$ cat src/rtl/lcd_text_editor.sv
// HD44780-class character-LCD text editor: runs the power-up init sequence, then services
// edge-detected digit, cursor, backspace and clear keys while tracking a wrapping cursor.
module lcd_text_editor #(
  parameter int unsigned COLS      = 16,
  parameter int unsigned ROWS      = 2,
  parameter int unsigned INIT_WAIT = 70,
  parameter int unsigned CMD_WAIT  = 30,
  parameter int unsigned CLR_WAIT  = 100,
  parameter int unsigned CNT_W     = 8,
  localparam int unsigned ROW_W    = (ROWS > 1) ? $clog2(ROWS) : 1,
  localparam int unsigned COL_W    = $clog2(COLS)
) (
  input  logic             clk,
  input  logic             rst,
  input  logic [9:0]       num,
  input  logic [1:0]       ctrl,
  input  logic             bksp,
  input  logic             clr,
  output logic             E,
  output logic             RS,
  output logic             RW,
  output logic [7:0]       DATA,
  output logic             busy,
  output logic [ROW_W-1:0] cur_row,
  output logic [COL_W-1:0] cur_col
);

  // Bus words are {RS, RW, DATA}
  localparam logic [9:0] WordNop   = 10'h00F;
  localparam logic [9:0] WordFunc  = 10'h038;
  localparam logic [9:0] WordEntry = 10'h006;
  localparam logic [9:0] WordClear = 10'h001;
  localparam logic [9:0] WordSpace = 10'h220;

  localparam logic [CNT_W-1:0] CntData    = CNT_W'(8);
  localparam logic [CNT_W-1:0] CntBkSpace = CNT_W'(11);
  localparam logic [CNT_W-1:0] CntAddr    = CNT_W'(13);
  localparam logic [CNT_W-1:0] CntBkAddr  = CNT_W'(14);

  typedef enum logic [3:0] {
    StPwrWait,
    StFuncSet,
    StDispOn,
    StEntry,
    StClear,
    StIdle,
    StWrite,
    StMove,
    StBksp
  } state_e;

  state_e           state_q, state_d;
  logic [CNT_W-1:0] cnt_q, cnt_d, limit;
  logic             done;
  logic [ROW_W-1:0] row_q, row_d, adv_row, ret_row;
  logic [COL_W-1:0] col_q, col_d, adv_col, ret_col;
  logic [1:0]       dir_q, dir_d;
  logic [9:0]       word;

  logic [9:0] num_q, num_prev_q, num_pls;
  logic [1:0] ctrl_q, ctrl_prev_q, ctrl_pls;
  logic       bksp_q, bksp_prev_q, bksp_pls;
  logic       clr_q, clr_prev_q, clr_pls;

  // Inputs are registered once, then compared against their previous value.
  always_ff @(posedge clk or negedge rst) begin
    if (!rst) begin
      num_q       <= '0;
      num_prev_q  <= '0;
      ctrl_q      <= '0;
      ctrl_prev_q <= '0;
      bksp_q      <= 1'b0;
      bksp_prev_q <= 1'b0;
      clr_q       <= 1'b0;
      clr_prev_q  <= 1'b0;
    end else begin
      num_q       <= num;
      num_prev_q  <= num_q;
      ctrl_q      <= ctrl;
      ctrl_prev_q <= ctrl_q;
      bksp_q      <= bksp;
      bksp_prev_q <= bksp_q;
      clr_q       <= clr;
      clr_prev_q  <= clr_q;
    end
  end

  assign num_pls  = num_q & ~num_prev_q;
  assign ctrl_pls = ctrl_q & ~ctrl_prev_q;
  assign bksp_pls = bksp_q & ~bksp_prev_q;
  assign clr_pls  = clr_q & ~clr_prev_q;

  function automatic logic [9:0] ddram_word(input logic [ROW_W-1:0] r, input logic [COL_W-1:0] c);
    int unsigned base;
    base = 0;
    if (32'(r) == 1) begin
      base = 'h40;
    end else if (32'(r) == 2) begin
      base = COLS;
    end else if (32'(r) == 3) begin
      base = 'h40 + COLS;
    end
    return {3'b001, 7'(base + 32'(c))};
  endfunction

  // Keys map bit9..bit1 to '1'..'9' and bit0 to '0'; anything but one key gives a space.
  function automatic logic [7:0] key_char(input logic [9:0] k);
    logic [7:0] ch;
    ch = 8'h20;
    if ($onehot(k)) begin
      for (int i = 0; i < 10; i++) begin
        if (k[i]) ch = (i == 0) ? 8'h30 : 8'(58 - i);
      end
    end
    return ch;
  endfunction

  always_comb begin
    adv_row = row_q;
    adv_col = col_q + 1'b1;
    if (col_q == COL_W'(COLS - 1)) begin
      adv_col = '0;
      adv_row = (row_q == ROW_W'(ROWS - 1)) ? '0 : row_q + 1'b1;
    end
    ret_row = row_q;
    ret_col = col_q - 1'b1;
    if (col_q == '0) begin
      ret_col = COL_W'(COLS - 1);
      ret_row = (row_q == '0) ? ROW_W'(ROWS - 1) : row_q - 1'b1;
    end
  end

  always_comb begin
    case (state_q)
      StPwrWait: limit = CNT_W'(INIT_WAIT);
      StClear:   limit = CNT_W'(CLR_WAIT);
      default:   limit = CNT_W'(CMD_WAIT);
    endcase
  end

  assign done = (cnt_q == limit);

  always_comb begin
    state_d = state_q;
    cnt_d   = done ? '0 : cnt_q + 1'b1;
    row_d   = row_q;
    col_d   = col_q;
    dir_d   = dir_q;
    word    = WordNop;
    unique case (state_q)
      StPwrWait: begin
        word = WordClear;
        if (done) state_d = StFuncSet;
      end
      StFuncSet: begin
        word = WordFunc;
        if (done) state_d = StDispOn;
      end
      StDispOn: begin
        word = WordNop;
        if (done) state_d = StEntry;
      end
      StEntry: begin
        word = WordEntry;
        if (done) state_d = StClear;
      end
      StClear: begin
        word = WordClear;
        if (done) begin
          state_d = StIdle;
          row_d   = '0;
          col_d   = '0;
        end
      end
      StIdle: begin
        cnt_d = '0;
        if (clr_pls) begin
          state_d = StClear;
        end else if (bksp_pls) begin
          state_d = StBksp;
        end else if (|num_pls) begin
          state_d = StWrite;
        end else if (|ctrl_pls) begin
          state_d = StMove;
        end
      end
      StWrite: begin
        if (cnt_q == CntData) word = {2'b10, key_char(num_q)};
        if (cnt_q == CntAddr) word = ddram_word(adv_row, adv_col);
        if (done) begin
          state_d = StIdle;
          row_d   = adv_row;
          col_d   = adv_col;
        end
      end
      StMove: begin
        // Direction is latched at the address slot and applied on exit.
        if (cnt_q == CntData) begin
          dir_d = ctrl_q;
          if (ctrl_q == 2'b10) begin
            word = ddram_word(ret_row, ret_col);
          end else if (ctrl_q == 2'b01) begin
            word = ddram_word(adv_row, adv_col);
          end
        end
        if (done) begin
          state_d = StIdle;
          if (dir_q == 2'b10) begin
            row_d = ret_row;
            col_d = ret_col;
          end else if (dir_q == 2'b01) begin
            row_d = adv_row;
            col_d = adv_col;
          end
        end
      end
      StBksp: begin
        if (cnt_q == CntData || cnt_q == CntBkAddr) word = ddram_word(ret_row, ret_col);
        if (cnt_q == CntBkSpace) word = WordSpace;
        if (done) begin
          state_d = StIdle;
          row_d   = ret_row;
          col_d   = ret_col;
        end
      end
      default: state_d = StPwrWait;
    endcase
  end

  always_ff @(posedge clk or negedge rst) begin
    if (!rst) begin
      state_q <= StPwrWait;
      cnt_q   <= '0;
      row_q   <= '0;
      col_q   <= '0;
      dir_q   <= '0;
    end else begin
      state_q <= state_d;
      cnt_q   <= cnt_d;
      row_q   <= row_d;
      col_q   <= col_d;
      dir_q   <= dir_d;
    end
  end

  assign {RS, RW, DATA} = word;
  assign E       = clk;
  assign busy    = (state_q != StIdle);
  assign cur_row = row_q;
  assign cur_col = col_q;

endmodule

$ cat config.mk
export PLATFORM = sky130hd
export DESIGN_NAME = lcd_text_editor
export DESIGN_NICKNAME = d
export VERILOG_FILES = /design/src/rtl/lcd_text_editor.sv
export SDC_FILE = /design/constraint.sdc
export NUM_CORES = 1
export LEC_CHECK = 0
export ABC_AREA = 1
export CAP_MARGIN = 20
export CELL_PAD_IN_SITES_DETAIL_PLACEMENT = 1
export CELL_PAD_IN_SITES_GLOBAL_PLACEMENT = 2
export CORE_UTILIZATION = 35
export CTS_CLUSTER_SIZE = 8
export DETAILED_ROUTE_END_ITERATION = 7
export DONT_BUFFER_PORTS = 1
export PLACE_DENSITY = 0.77
export SETUP_SLACK_MARGIN = 0.15
export SLEW_MARGIN = 20
export SYNTH_ARGS = -nofsm -noshare
export SYNTH_HDL_FRONTEND = slang
export SYNTH_SLANG_ARGS = --single-unit
$ cat constraint.sdc
create_clock -name clk -period 5 [get_ports clk]
set_input_delay 0.5 -clock clk [delete_from_list [all_inputs] [get_ports clk]]
set_output_delay 0.5 -clock clk [all_outputs]
set_load 0.01 [all_outputs]
==> key figures, run 1 <==
Outcome
  – Status: complete, no violations

Routing
  – Post-detailed-route wirelength per cell: 14.9 um
  – Antenna Nets Post-Route: 0
  – Final Routed Wirelength: 8.29 mm
  – Router iterations before antenna repair: 4
  – DRC marker count from the first detailed-route iteration: 67
  – DRC violation count after routing: 0
  – Post-DR vias/cell: 4.81
  – Vias: 2,674

Place
  – Post-Place Worst Slack: 1.06 ns
  – Number of buffers inserted by port buffering: 0
  – Weighted congestion reported at the end of routability-driven placement: 0.791
  – Detailed-placement wirelength estimate: 6.64 mm

Pwr
  – Leakage power: 1.83 nW
  – Pwr dens: 228 mW/mm^2
  – Power after layout: 0.758 mW
  – Max rail drop VDD: 0.000110 V

Logic synthesis
  – Cell count after synthesis: 444
  – Number of flip-flops and latches in the synthesized netlist: 47
  – Post-synthesis cell type count: 25
  – Sequential-to-total area share from yosys stat: 37.8%
  – Synthesized cell area: 0.00311 mm^2
  – Number of warnings printed during yosys synthesis: 0
  – Mean Syn Cell Area: 7.00 um^2
  – Syn_nets: 479

CTS
  – Clock sink count: 47
  – Post-CTS Resized: 0
  – Clk root buf: sky130_fd_sc_hd__clkbuf_8
  – Worst-Skew Late Latency: 0.31 ns
  – Number of CTS-inserted buffers: 5
  – CTS clock-pin slew for the worst setup and hold paths: 0.11 ns
  – Max Buffers Root-to-Sink: 2
  – CTS tree: yes
  – Number of levels the H-tree was split into: 2

Flow run
  – Reported max-cap violation count: 0

Floorplanning
  – Initial core utilization: 35.8%
  – Die span in x: 96.2 um
  – Row count: 34
  – Core ar.: 0.00868 mm^2
  – Die Height: 96.2 um
  – Die Footprint: 0.00926 mm^2
  – Ports: 33

GRT
  – Initial antenna violation count: 0
  – Pin count of the biggest net entering global routing: 48
  – Via count of the first global-routing pass: 2,702
  – Total global routing overflow: 0
  – Global-route wire length before repair: 13.6 mm
  – Global routing usage summed across all routing layers: 19.7%

Finish
  – Final layout net count: 482
  – Commonest non-fill, non-tap cell in the layout: sky130_fd_sc_hd__nand2_1
  – Core Util, Final: 38.4%
  – Most used cells in the layout excluding fill and tap cells: 158 x sky130_fd_sc_hd__nand2_1, 72 x sky130_fd_sc_hd__inv_1, 47 x sky130_fd_sc_hd__dfrtp_1
  – Fill cells: 1,132
  – Growth of design area from synthesis to finish: 7.25%
  – Number of antenna cells inserted: 0
  – Layout cells sized above 1: 7.37%

Timing
  – Sum Neg Setup Slack: 0 ns
  – Pins over their slew limit: 0
  – Endpoints failing setup: 0
  – Max Fclk: 234 MHz
  – Tcrit/Tclk final: 85.4%
  – Setup WS post-layout: 0.729 ns
  – RSZ-0062 raised after global routing: no
  – Fin. Hold Viols: 0
  – Max-slew headroom: 63.7%
  – Pin slew with the least headroom to its limit: 0.545 ns
  – Clock Skew: 0.00852 ns
  – Final Critical Period: 4.27 ns

Hold path
  – Path category of the worst min-delay check: in2async

Worst setup path
  – Kind of critical path: reg2out
  – Worst Setup End Kind: output pin
  – Worst endpoint data arrival time: 3.77 ns
  – Required time reported for the critical path endpoint: 4.50 ns
  – CP Max Fanout: 6
  – Startpoint type of the worst setup path: flip-flop
## stage by stage
stage               hold WS, ns  instances  instance area [um^2]
floorplan                 0.204        444                  3110
global placement          0.205        547                  3210
detailed placement        0.206        547                  3210
CTS                      0.0307        556                  3330
global route             0.0276        556                  3330
finish                   0.0176        556                  3330
## worst paths after layout
kind                       cells past startpoint          to  slack, ns       start
min in group clk                               0    num_q[0]       0.20      num[0]
hold / removal                                 1  cur_col[3]       0.02         rst
hold reg to reg                                0  clr_prev_q       0.39       clr_q
max in group asynchronous                      1    dir_q[0]       4.74         rst
setup reg to reg                               7  cur_col[1]       3.17  cur_col[0]
setup / recovery                              14     DATA[4]       0.73    num_q[1]
## cells by family after synthesis
kind of cell,after synthesis,share of synthesized area [%]
and+or+nand+nor,268,37.4
buffers and inverters,81,10.3
DFF,47,37.8
AOI/OAI and AO/OA,23,3.82
adders and majority gates,19,9.10
xor gates and xnor gates,5,1.41
other,1,0.121
## power by group
group	internal, mW	switching [mW]
Clock	0.106	0.154
Sequential	0.391	0.00912
Combinational	0.0360	0.0623
## critical path, stage by stage (launching register included)
cell	delay, ns
sky130_fd_sc_hd__dfrtp_1	0.46
sky130_fd_sc_hd__fa_1	0.51
sky130_fd_sc_hd__fa_1	0.51
sky130_fd_sc_hd__inv_1	0.05
sky130_fd_sc_hd__fa_1	0.43
sky130_fd_sc_hd__inv_1	0.06
sky130_fd_sc_hd__ha_1	0.16
sky130_fd_sc_hd__inv_1	0.06
sky130_fd_sc_hd__fa_1	0.47
sky130_fd_sc_hd__nand2_1	0.05
sky130_fd_sc_hd__nor2_1	0.10
sky130_fd_sc_hd__nand2_1	0.12
sky130_fd_sc_hd__inv_1	0.10
sky130_fd_sc_hd__nand3_1	0.07
sky130_fd_sc_hd__o21ai_1	0.30
## cell usage after synthesis (all sizes together)
cell type	count	area, um^2
nand4	11	68.8
nand2	165	637
o211ai	1	7.51
xnor2	1	8.76
xor2	4	35.0
o22ai	1	6.26
conb	1	3.75
fa	6	120
nor3	2	10.0
nand3	37	205
o21ai	11	55.1
a21oi	10	50.1
inv	76	285
ha	13	163
or2	2	12.5
buf	5	35.0
dfrtp	47	1180
nor2	51	229
## final cells by class
cell class                 instances  area, um^2  area share, %
timing repair buffer               1        27.5          0.826
tap                              108         135           4.05
clock inverter                     3        28.8          0.863
inverter                          76         285           8.56
multi-input combinational        316        1610           48.3
clock buffer                       5        68.8           2.06
sequential                        47        1180           35.3
## state kept, by name, indices dropped and copies added (netlist names)
| name | count |
|---|---|
| bksp_prev_q | 1 |
| bksp_q | 1 |
| clr_prev_q | 1 |
| clr_q | 1 |
| cnt_q | 8 |
| ctrl_prev_q | 2 |
| ctrl_q | 2 |
| cur_col | 4 |
| cur_row | 1 |
| dir_q | 2 |
| num_prev_q | 10 |
| num_q | 10 |
| state_q | 4 |
## layer usage
layer	vias to the layer above	global-route usage [%]	wire (um)
met1	1285	27.3	4170
met5	-	0	0
li1	1360	-	-
met4	0	4.48	76
met3	6	3.79	277
met2	23	31.6	3760
## what timing repair did
item	4_1_cts	5_1_grt
hold buffers	1	0
buffers inserted	0	0
endpoints found under the hold margin	47	0
Note: power is estimated with default switching activity, not from simulation.
==> inputs of run 2 (changes only) <==
MAX_ROUTING_LAYER = met4   (was not set)
==> key figures, run 2 (same netlist as run 1, synthesis figures left out) <==
Routing
  – Post-DR vias/cell: 4.83 (+0.52%)
  – Router iterations before antenna repair: 5 (+1)
  – Final Routed Wirelength: 8.34 mm (+0.63%)
  – DRC marker count from the first detailed-route iteration: 59 (-12%)
  – Antenna Nets Post-Route: 0 (unchanged)
  – Vias: 2,688 (+0.52%)
  – DRC violation count after routing: 0 (unchanged)
  – Post-detailed-route wirelength per cell: 15.0 um (+0.63%)

Pwr
  – Share of power burned in registers: 52.7% (about the same)
  – Pwr dens: 228 mW/mm^2 (+0.14%)
  – Leakage power: 1.83 nW (unchanged)
  – Net load switching power: 0.226 mW (+0.43%)
  – Internal Dissipation: 0.533 mW (about the same)
  – Relative contribution of combinational cells to total power: 13.0% (about the same)
  – Fraction of power consumed by the clock network: 34.3% (about the same)
  – Fraction of power spent switching nets: 29.8% (+0.086 points)
  – Max rail drop VDD: 0.000110 V (about the same)

GRT
  – Grt met3 use: 3.79% (unchanged)
  – Pin count of the biggest net entering global routing: 48 (unchanged)
  – Global-route wire length before repair: 13.7 mm (+0.21%)
  – Routing usage on met2: 31.6% (unchanged)
  – Total global routing overflow: 0 (unchanged)
  – Met1 routing resource usage after global routing: 27.5% (+0.15 points)
  – Highest-utilization routing layer at the global route stage: met2
  – Initial antenna violation count: 0 (unchanged)
  – Via count of the first global-routing pass: 2,692 (-0.37%)
  – Global routing usage summed across all routing layers: 20.3% (+0.62 points)

Timing
  – RSZ-0062 raised after global routing: no
  – Max-slew headroom: 63.8% (about the same)
  – Max Fclk: 234 MHz (about the same)
  – Worst slack on hold paths: 0.0293 ns (+0.0116 ns)
  – Clock Skew: 0.00894 ns (+0.000414 ns)
  – Final Critical Period: 4.27 ns (-0.000461 ns)
  – Sum Neg Setup Slack: 0 ns (unchanged)
  – Pins over their slew limit: 0 (unchanged)
  – Tcrit/Tclk final: 85.4% (about the same)
  – Endpoints failing setup: 0 (unchanged)
  – Pin slew with the least headroom to its limit: 0.543 ns (-0.00150 ns)
  – Fin. Hold Viols: 0 (unchanged)

Worst setup path
  – Worst Setup End Kind: output pin
  – Setup slack of the worst register-to-register path: 3.17 ns (about the same)
  – Worst reg2reg path endpoint: cur_col[1]
  – Kind of critical path: reg2out
  – Required time reported for the critical path endpoint: 4.50 ns (about the same)
  – Startpoint of the worst register-to-register path: cur_col[0]
  – Startpoint type of the worst setup path: flip-flop
  – Worst endpoint data arrival time: 3.77 ns (about the same)
  – Worst-case reg-to-reg path depth: 7 (unchanged)
  – CP Max Fanout: 6 (unchanged)

Floorplanning
  – Initial core utilization: 35.8% (unchanged)
  – Ports: 33 (unchanged)
  – Die span in x: 96.2 um (unchanged)
  – Die Height: 96.2 um (unchanged)
  – Row count: 34 (unchanged)
  – Die Footprint: 0.00926 mm^2 (unchanged)
  – Core ar.: 0.00868 mm^2 (unchanged)

Finish
  – Number of antenna cells inserted: 0 (unchanged)
  – Growth of design area from synthesis to finish: 7.25% (unchanged)
  – Fill cells: 1,132 (unchanged)
  – Core Util, Final: 38.4% (unchanged)
  – Final layout net count: 482 (unchanged)
  – Layout cells sized above 1: 7.37% (unchanged)
  – Commonest non-fill, non-tap cell in the layout: sky130_fd_sc_hd__nand2_1
  – Most used cells in the layout excluding fill and tap cells: 158 x sky130_fd_sc_hd__nand2_1, 72 x sky130_fd_sc_hd__inv_1, 47 x sky130_fd_sc_hd__dfrtp_1
  – Largest regs: num_prev_q (10), num_q (10), cnt_q (8)

CTS
  – Number of levels the H-tree was split into: 2 (unchanged)
  – Clk root buf: sky130_fd_sc_hd__clkbuf_8
  – CTS tree: yes
  – Worst-Skew Late Latency: 0.31 ns (about the same)
  – Max Buffers Root-to-Sink: 2 (unchanged)
  – Number of CTS-inserted buffers: 5 (unchanged)
  – CTS clock-pin slew for the worst setup and hold paths: 0.11 ns (about the same)
  – Clock sink count: 47 (unchanged)

Outcome
  – Status: complete, no violations

Place
  – Detailed-placement wirelength estimate: 6.64 mm (unchanged)
  – Weighted congestion reported at the end of routability-driven placement: 0.803 (+1.4%)
  – Number of buffers inserted by port buffering: 0 (unchanged)

Hold path
  – Path category of the worst min-delay check: in2async

Flow run
  – Reported max-cap violation count: 0 (unchanged)
-- run 2: cell counts in the layout (fill, tap and decap cells not counted) --
Identical to the previous run, type by type.
-- run 2: how the worst max path moves through the flow --
stage / from / slack (ns) / end / depth (start not counted)
final: num_q[1] / 0.73 / DATA[4] / 14
after detailed placement: num_q[1] / 1.06 / DATA[4] / 14
after global routing: num_q[1] / 0.45 / DATA[3] / 16
after floorplan: num_q[1] / 1.36 / DATA[0] / 16
after global placement: num_q[1] / 1.12 / DATA[4] / 14
after CTS: num_q[1] / 0.70 / DATA[4] / 14
-- run 2: repair_timing --
item	CTS	global route
gates resized for setup	0	0
hold buffers	1	0
endpoints found under the hold margin	47	0
buffers inserted	0	0
-- run 2: critical path, cell delays in order (launching register included) --
cell	delay (ns)
sky130_fd_sc_hd__dfrtp_1	0.47
sky130_fd_sc_hd__fa_1	0.51
sky130_fd_sc_hd__fa_1	0.51
sky130_fd_sc_hd__inv_1	0.05
sky130_fd_sc_hd__fa_1	0.43
sky130_fd_sc_hd__inv_1	0.06
sky130_fd_sc_hd__ha_1	0.16
sky130_fd_sc_hd__inv_1	0.06
sky130_fd_sc_hd__fa_1	0.47
sky130_fd_sc_hd__nand2_1	0.06
sky130_fd_sc_hd__nor2_1	0.10
sky130_fd_sc_hd__nand2_1	0.12
sky130_fd_sc_hd__inv_1	0.09
sky130_fd_sc_hd__nand3_1	0.07
sky130_fd_sc_hd__o21ai_1	0.30
-- run 2: power by group through the flow --
stage / clock (mW) / combinational, mW / sequential [mW]
global placement: 0 / 0.0855 / 0.408
detailed placement: 0 / 0.0899 / 0.408
floorplan: 0.0165 / 0.0694 / 0.405
CTS: 0.275 / 0.101 / 0.401
finish: 0.260 / 0.0985 / 0.400
global route: 0.288 / 0.118 / 0.403
-- run 2: metal layers --
metal / vias up / routed length (um)
met5: - / 0
met4: 0 / 74
met3: 6 / 292
met2: 27 / 3790
met1: 1297 / 4190
li1: 1358 / -
-- run 2: through the flow --
step                      setup slack (ns)  power [mW]  std cells  area [um^2]
after global placement                1.12       0.493        547         3210
final                                0.730       0.759        556         3330
after global routing                 0.454       0.809        556         3330
after detailed placement              1.06       0.498        547         3210
after CTS                            0.698       0.777        556         3330
after floorplan                       1.36       0.491        444         3110
-- run 2: area by class of cell --
| class | count | area [um^2] | share of cell area [%] |
|---|---|---|---|
| multi-input combinational | 316 | 1610 | 48.3 |
| clock inverter | 3 | 28.8 | 0.863 |
| inverter | 76 | 285 | 8.56 |
| timing repair buffer | 1 | 27.5 | 0.826 |
| tap | 108 | 135 | 4.05 |
| sequential | 47 | 1180 | 35.3 |
| clock buffer | 5 | 68.8 | 2.06 |
==> inputs of run 3 (changes only) <==
ABC_AREA = not set   (was 1)
PLACE_DENSITY = 0.7   (was 0.77)
==> key figures, run 3 <==
Outcome
  – Status: complete, no violations

Worst setup path
  – Capture point of the worst path: DATA[1]
  – Worst Setup End Kind: output pin
  – CP Max Fanout: 6 (unchanged)
  – Kind of cell adding the most delay to the critical path: adder cells
  – CP cell instances: fa_1 > fa_1 > inv_1 > fa_1 > inv_1 > ha_1 > inv_1 > fa_1 > a2111oi_2 > a21o_1 > nand3_2 > nor3_1 > o221ai_1 > o211ai_1
  – Worst endpoint data arrival time: 4.08 ns (+0.31 ns)
  – Critical path buffers and inverters: 3 (-1)
  – Startpoint type of the worst setup path: flip-flop
  – Startpoint of the worst register-to-register path: state_q[2]
  – Slowest stage delay, CP: 0.50 ns (about the same)
  – Library cell appearing most often on the critical path: sky130_fd_sc_hd__fa_1
  – Slowest cell on crit path: sky130_fd_sc_hd__dfrtp_1
  – Startpoint of the worst setup timing path: num_q[9]
  – Required time reported for the critical path endpoint: 4.50 ns (about the same)
  – Worst reg2reg path endpoint: state_q[2]
  – Critical path depth in cells: 14 (unchanged)
  – Worst-case reg-to-reg path depth: 5 (-2)
  – Setup slack of the worst register-to-register path: 2.08 ns (-1.09 ns)
  – Kind of critical path: reg2out

GRT
  – Via count of the first global-routing pass: 2,389 (-11%)
  – Global-route wire length before repair: 12.8 mm (-5.9%)
  – Initial antenna violation count: 0 (unchanged)
  – Total global routing overflow: 0 (unchanged)
  – Pin count of the biggest net entering global routing: 48 (unchanged)
  – Global routing usage summed across all routing layers: 20.0% (-0.34 points)

Logic synthesis
  – Sequential-to-total area share from yosys stat: 40.1% (+2.3 points)
  – Ys async rst share: 100% (unchanged)
  – Cell count after synthesis: 316 (-29%)
  – Syn_nets: 351 (-27%)
  – Mean Syn Cell Area: 9.28 um^2 (+33%)
  – Portion of synthesized cell area occupied by the leading cell type: 40.1% (+2.3 points)
  – Synthesized cell area: 0.00293 mm^2 (-5.7%)
  – Number of warnings printed during yosys synthesis: 0 (unchanged)
  – Most common flop cell mapped by yosys: sky130_fd_sc_hd__dfrtp_1
  – Yosys top cell by area: sky130_fd_sc_hd__dfrtp_1
  – Post-synthesis cell type count: 61 (+140%)
  – Number of enable-type register cells in the synthesized netlist: 0 (unchanged)
  – Most common cell in the synthesized netlist: sky130_fd_sc_hd__dfrtp_1
  – Cell types with the largest area share after synthesis: sky130_fd_sc_hd__dfrtp_1 40%, sky130_fd_sc_hd__ha_1 5.5%, sky130_fd_sc_hd__fa_1 4.1%, sky130_fd_sc_hd__inv_1 3.8%, sky130_fd_sc_hd__a21oi_1 3.4%
  – Ranking of synthesized cells by instance count: 47 x sky130_fd_sc_hd__dfrtp_1, 30 x sky130_fd_sc_hd__inv_1, 25 x sky130_fd_sc_hd__nand2_1
  – Number of flip-flops and latches in the synthesized netlist: 47 (unchanged)

CTS
  – Clk root buf: sky130_fd_sc_hd__clkbuf_8
  – Max Buffers Root-to-Sink: 2 (unchanged)
  – Clock sink count: 47 (unchanged)
  – Number of CTS-inserted buffers: 5 (unchanged)
  – Number of levels the H-tree was split into: 2 (unchanged)
  – CTS clock-pin slew for the worst setup and hold paths: 0.11 ns (about the same)
  – Worst-Skew Late Latency: 0.32 ns (about the same)
  – CTS tree: yes

Timing
  – Fin. Hold Viols: 0 (unchanged)
  – Final Critical Period: 4.58 ns (+0.310 ns)
  – Tcrit/Tclk final: 91.6% (+6.2 points)
  – Sum Neg Setup Slack: 0 ns (unchanged)
  – Max Fclk: 218 MHz (-6.8%)
  – Endpoints failing setup: 0 (unchanged)
  – Pin slew with the least headroom to its limit: 0.864 ns (+0.321 ns)
  – Pins over their slew limit: 0 (unchanged)
  – Clock Skew: 0.0124 ns (+0.00347 ns)
  – Worst slack on hold paths: 0.0189 ns (-0.0103 ns)
  – RSZ-0062 raised after global routing: no
  – Max-slew headroom: 42.3% (-22 points)

Pwr
  – Pwr dens: 240 mW/mm^2 (+5.6%)
  – Max rail drop VDD: 0.000118 V (+7.5%)
  – Power after layout: 0.756 mW (-0.46%)
  – Leakage power: 1.31 nW (-28%)

Finish
  – Core Util, Final: 38.4% (about the same)
  – Growth of design area from synthesis to finish: 7.21% (about the same)
  – Commonest non-fill, non-tap cell in the layout: sky130_fd_sc_hd__dfrtp_1
  – Fill cells: 929 (-18%)
  – Number of antenna cells inserted: 0 (unchanged)
  – Layout cells sized above 1: 8.68% (+1.3 points)
  – Multi-input gate area: 0.00159 mm^2 (-1.1%)
  – Final standard cell count with taps included and fillers excluded: 416 (-25%)
  – Register cell area after layout: 0.00118 mm^2 (+0.32%)
  – Final layout net count: 345 (-28%)
  – Largest regs: num_prev_q (10), num_q (10), cnt_q (8)
  – Most used cells in the layout excluding fill and tap cells: 44 x sky130_fd_sc_hd__dfrtp_1, 30 x sky130_fd_sc_hd__inv_1, 25 x sky130_fd_sc_hd__nand2_1

Flow run
  – Reported max-cap violation count: 0 (unchanged)

Routing
  – Router iterations before antenna repair: 4 (-1)
  – Post-DR vias/cell: 5.60 (+16%)
  – DRC violation count after routing: 0 (unchanged)
  – Antenna Nets Post-Route: 0 (unchanged)
  – Post-detailed-route wirelength per cell: 18.9 um (+26%)
  – DRC marker count from the first detailed-route iteration: 98 (+66%)
  – Vias: 2,331 (-13%)
  – Final Routed Wirelength: 7.86 mm (-5.8%)

Place
  – Total placed cells including tap cells: 407 (-26%)
  – Detailed-placement wirelength estimate: 5.75 mm (-13%)
  – Weighted congestion reported at the end of routability-driven placement: 0.825 (+2.8%)
  – Number of buffers inserted by port buffering: 0 (unchanged)

Floorplanning
  – Row count: 33 (-2.9%)
  – Ports: 33 (unchanged)
  – Core ar.: 0.00818 mm^2 (-5.8%)
  – Die Height: 93.5 um (-2.8%)
  – Initial core utilization: 35.9% (+0.045 points)
  – Die Footprint: 0.00875 mm^2 (-5.6%)
  – Die span in x: 93.5 um (-2.8%)

Hold path
  – Path category of the worst min-delay check: in2async
==> run 3: cells by family (layout without fill, tap and decap cells) <==
kind of cell | after synthesis | in the layout | synth area share [%]
xor+xnor | 8 | 8 | 2.39
compound gates | 89 | 89 | 21.1
other cells | 1 | 1 | 0.128
flops | 47 | 47 | 40.1
buf+inv | 44 | 39 | 6.06
mux | 1 | 1 | 0.341
simple gates | 107 | 107 | 20.2
fa+ha+maj | 19 | 19 | 9.65
==> run 3: layout make-up <==
type	instances	area share, %
multi-input cells	225	50.7
flip-flops and latches	47	37.5
well taps	105	4.18
inverters	30	3.58
clock buffers	5	2.19
clock inverters	3	0.916
repair buffers	1	0.876
==> run 3: routing by layer <==
layer | wire [um] | up-vias | global-route usage, %
met4 | 104 | 0 | 6.54
met2 | 3660 | 31 | 30.0
met1 | 3800 | 1171 | 27.2
met3 | 283 | 8 | 3.58
li1 | - | 1121 | -
met5 | 0 | - | -
==> run 3: where the power goes <==
part	total [mW]	switching (mW)	internal, mW
sequential	0.401	0.00985	0.392
clock	0.265	0.159	0.106
combinational	0.0897	0.0522	0.0376
total	0.756	0.221	0.535
==> run 3: timing repair <==
item | in CTS | in global routing
hold endpoints to repair | 47 | 0
buffers inserted | 0 | 0
setup endpoints to repair | 0 | 4
resized for setup | 0 | 7
hold buffers | 1 | 0
==> run 3: stage by stage <==
| step | instance area [um^2] | setup WS [ns] |
|---|---|---|
| finish | 3140 | 0.420 |
| floorplan | 2930 | 0.893 |
| global route | 3140 | 0.135 |
| CTS | 3120 | 0.209 |
| global placement | 3000 | 0.693 |
| detailed placement | 3000 | 0.563 |
==> run 3: worst min path at each step <==
stage | from | to | slack (ns) | depth (start not counted)
finish | rst | cur_row | 0.02 | 1
global route | rst | cur_row | 0.02 | 1
CTS | rst | cur_row | 0.02 | 1
detailed placement | rst | num_prev_q[2] | 0.21 | 0
global placement | rst | num_prev_q[8] | 0.21 | 0
floorplan | rst | bksp_prev_q | 0.20 | 0
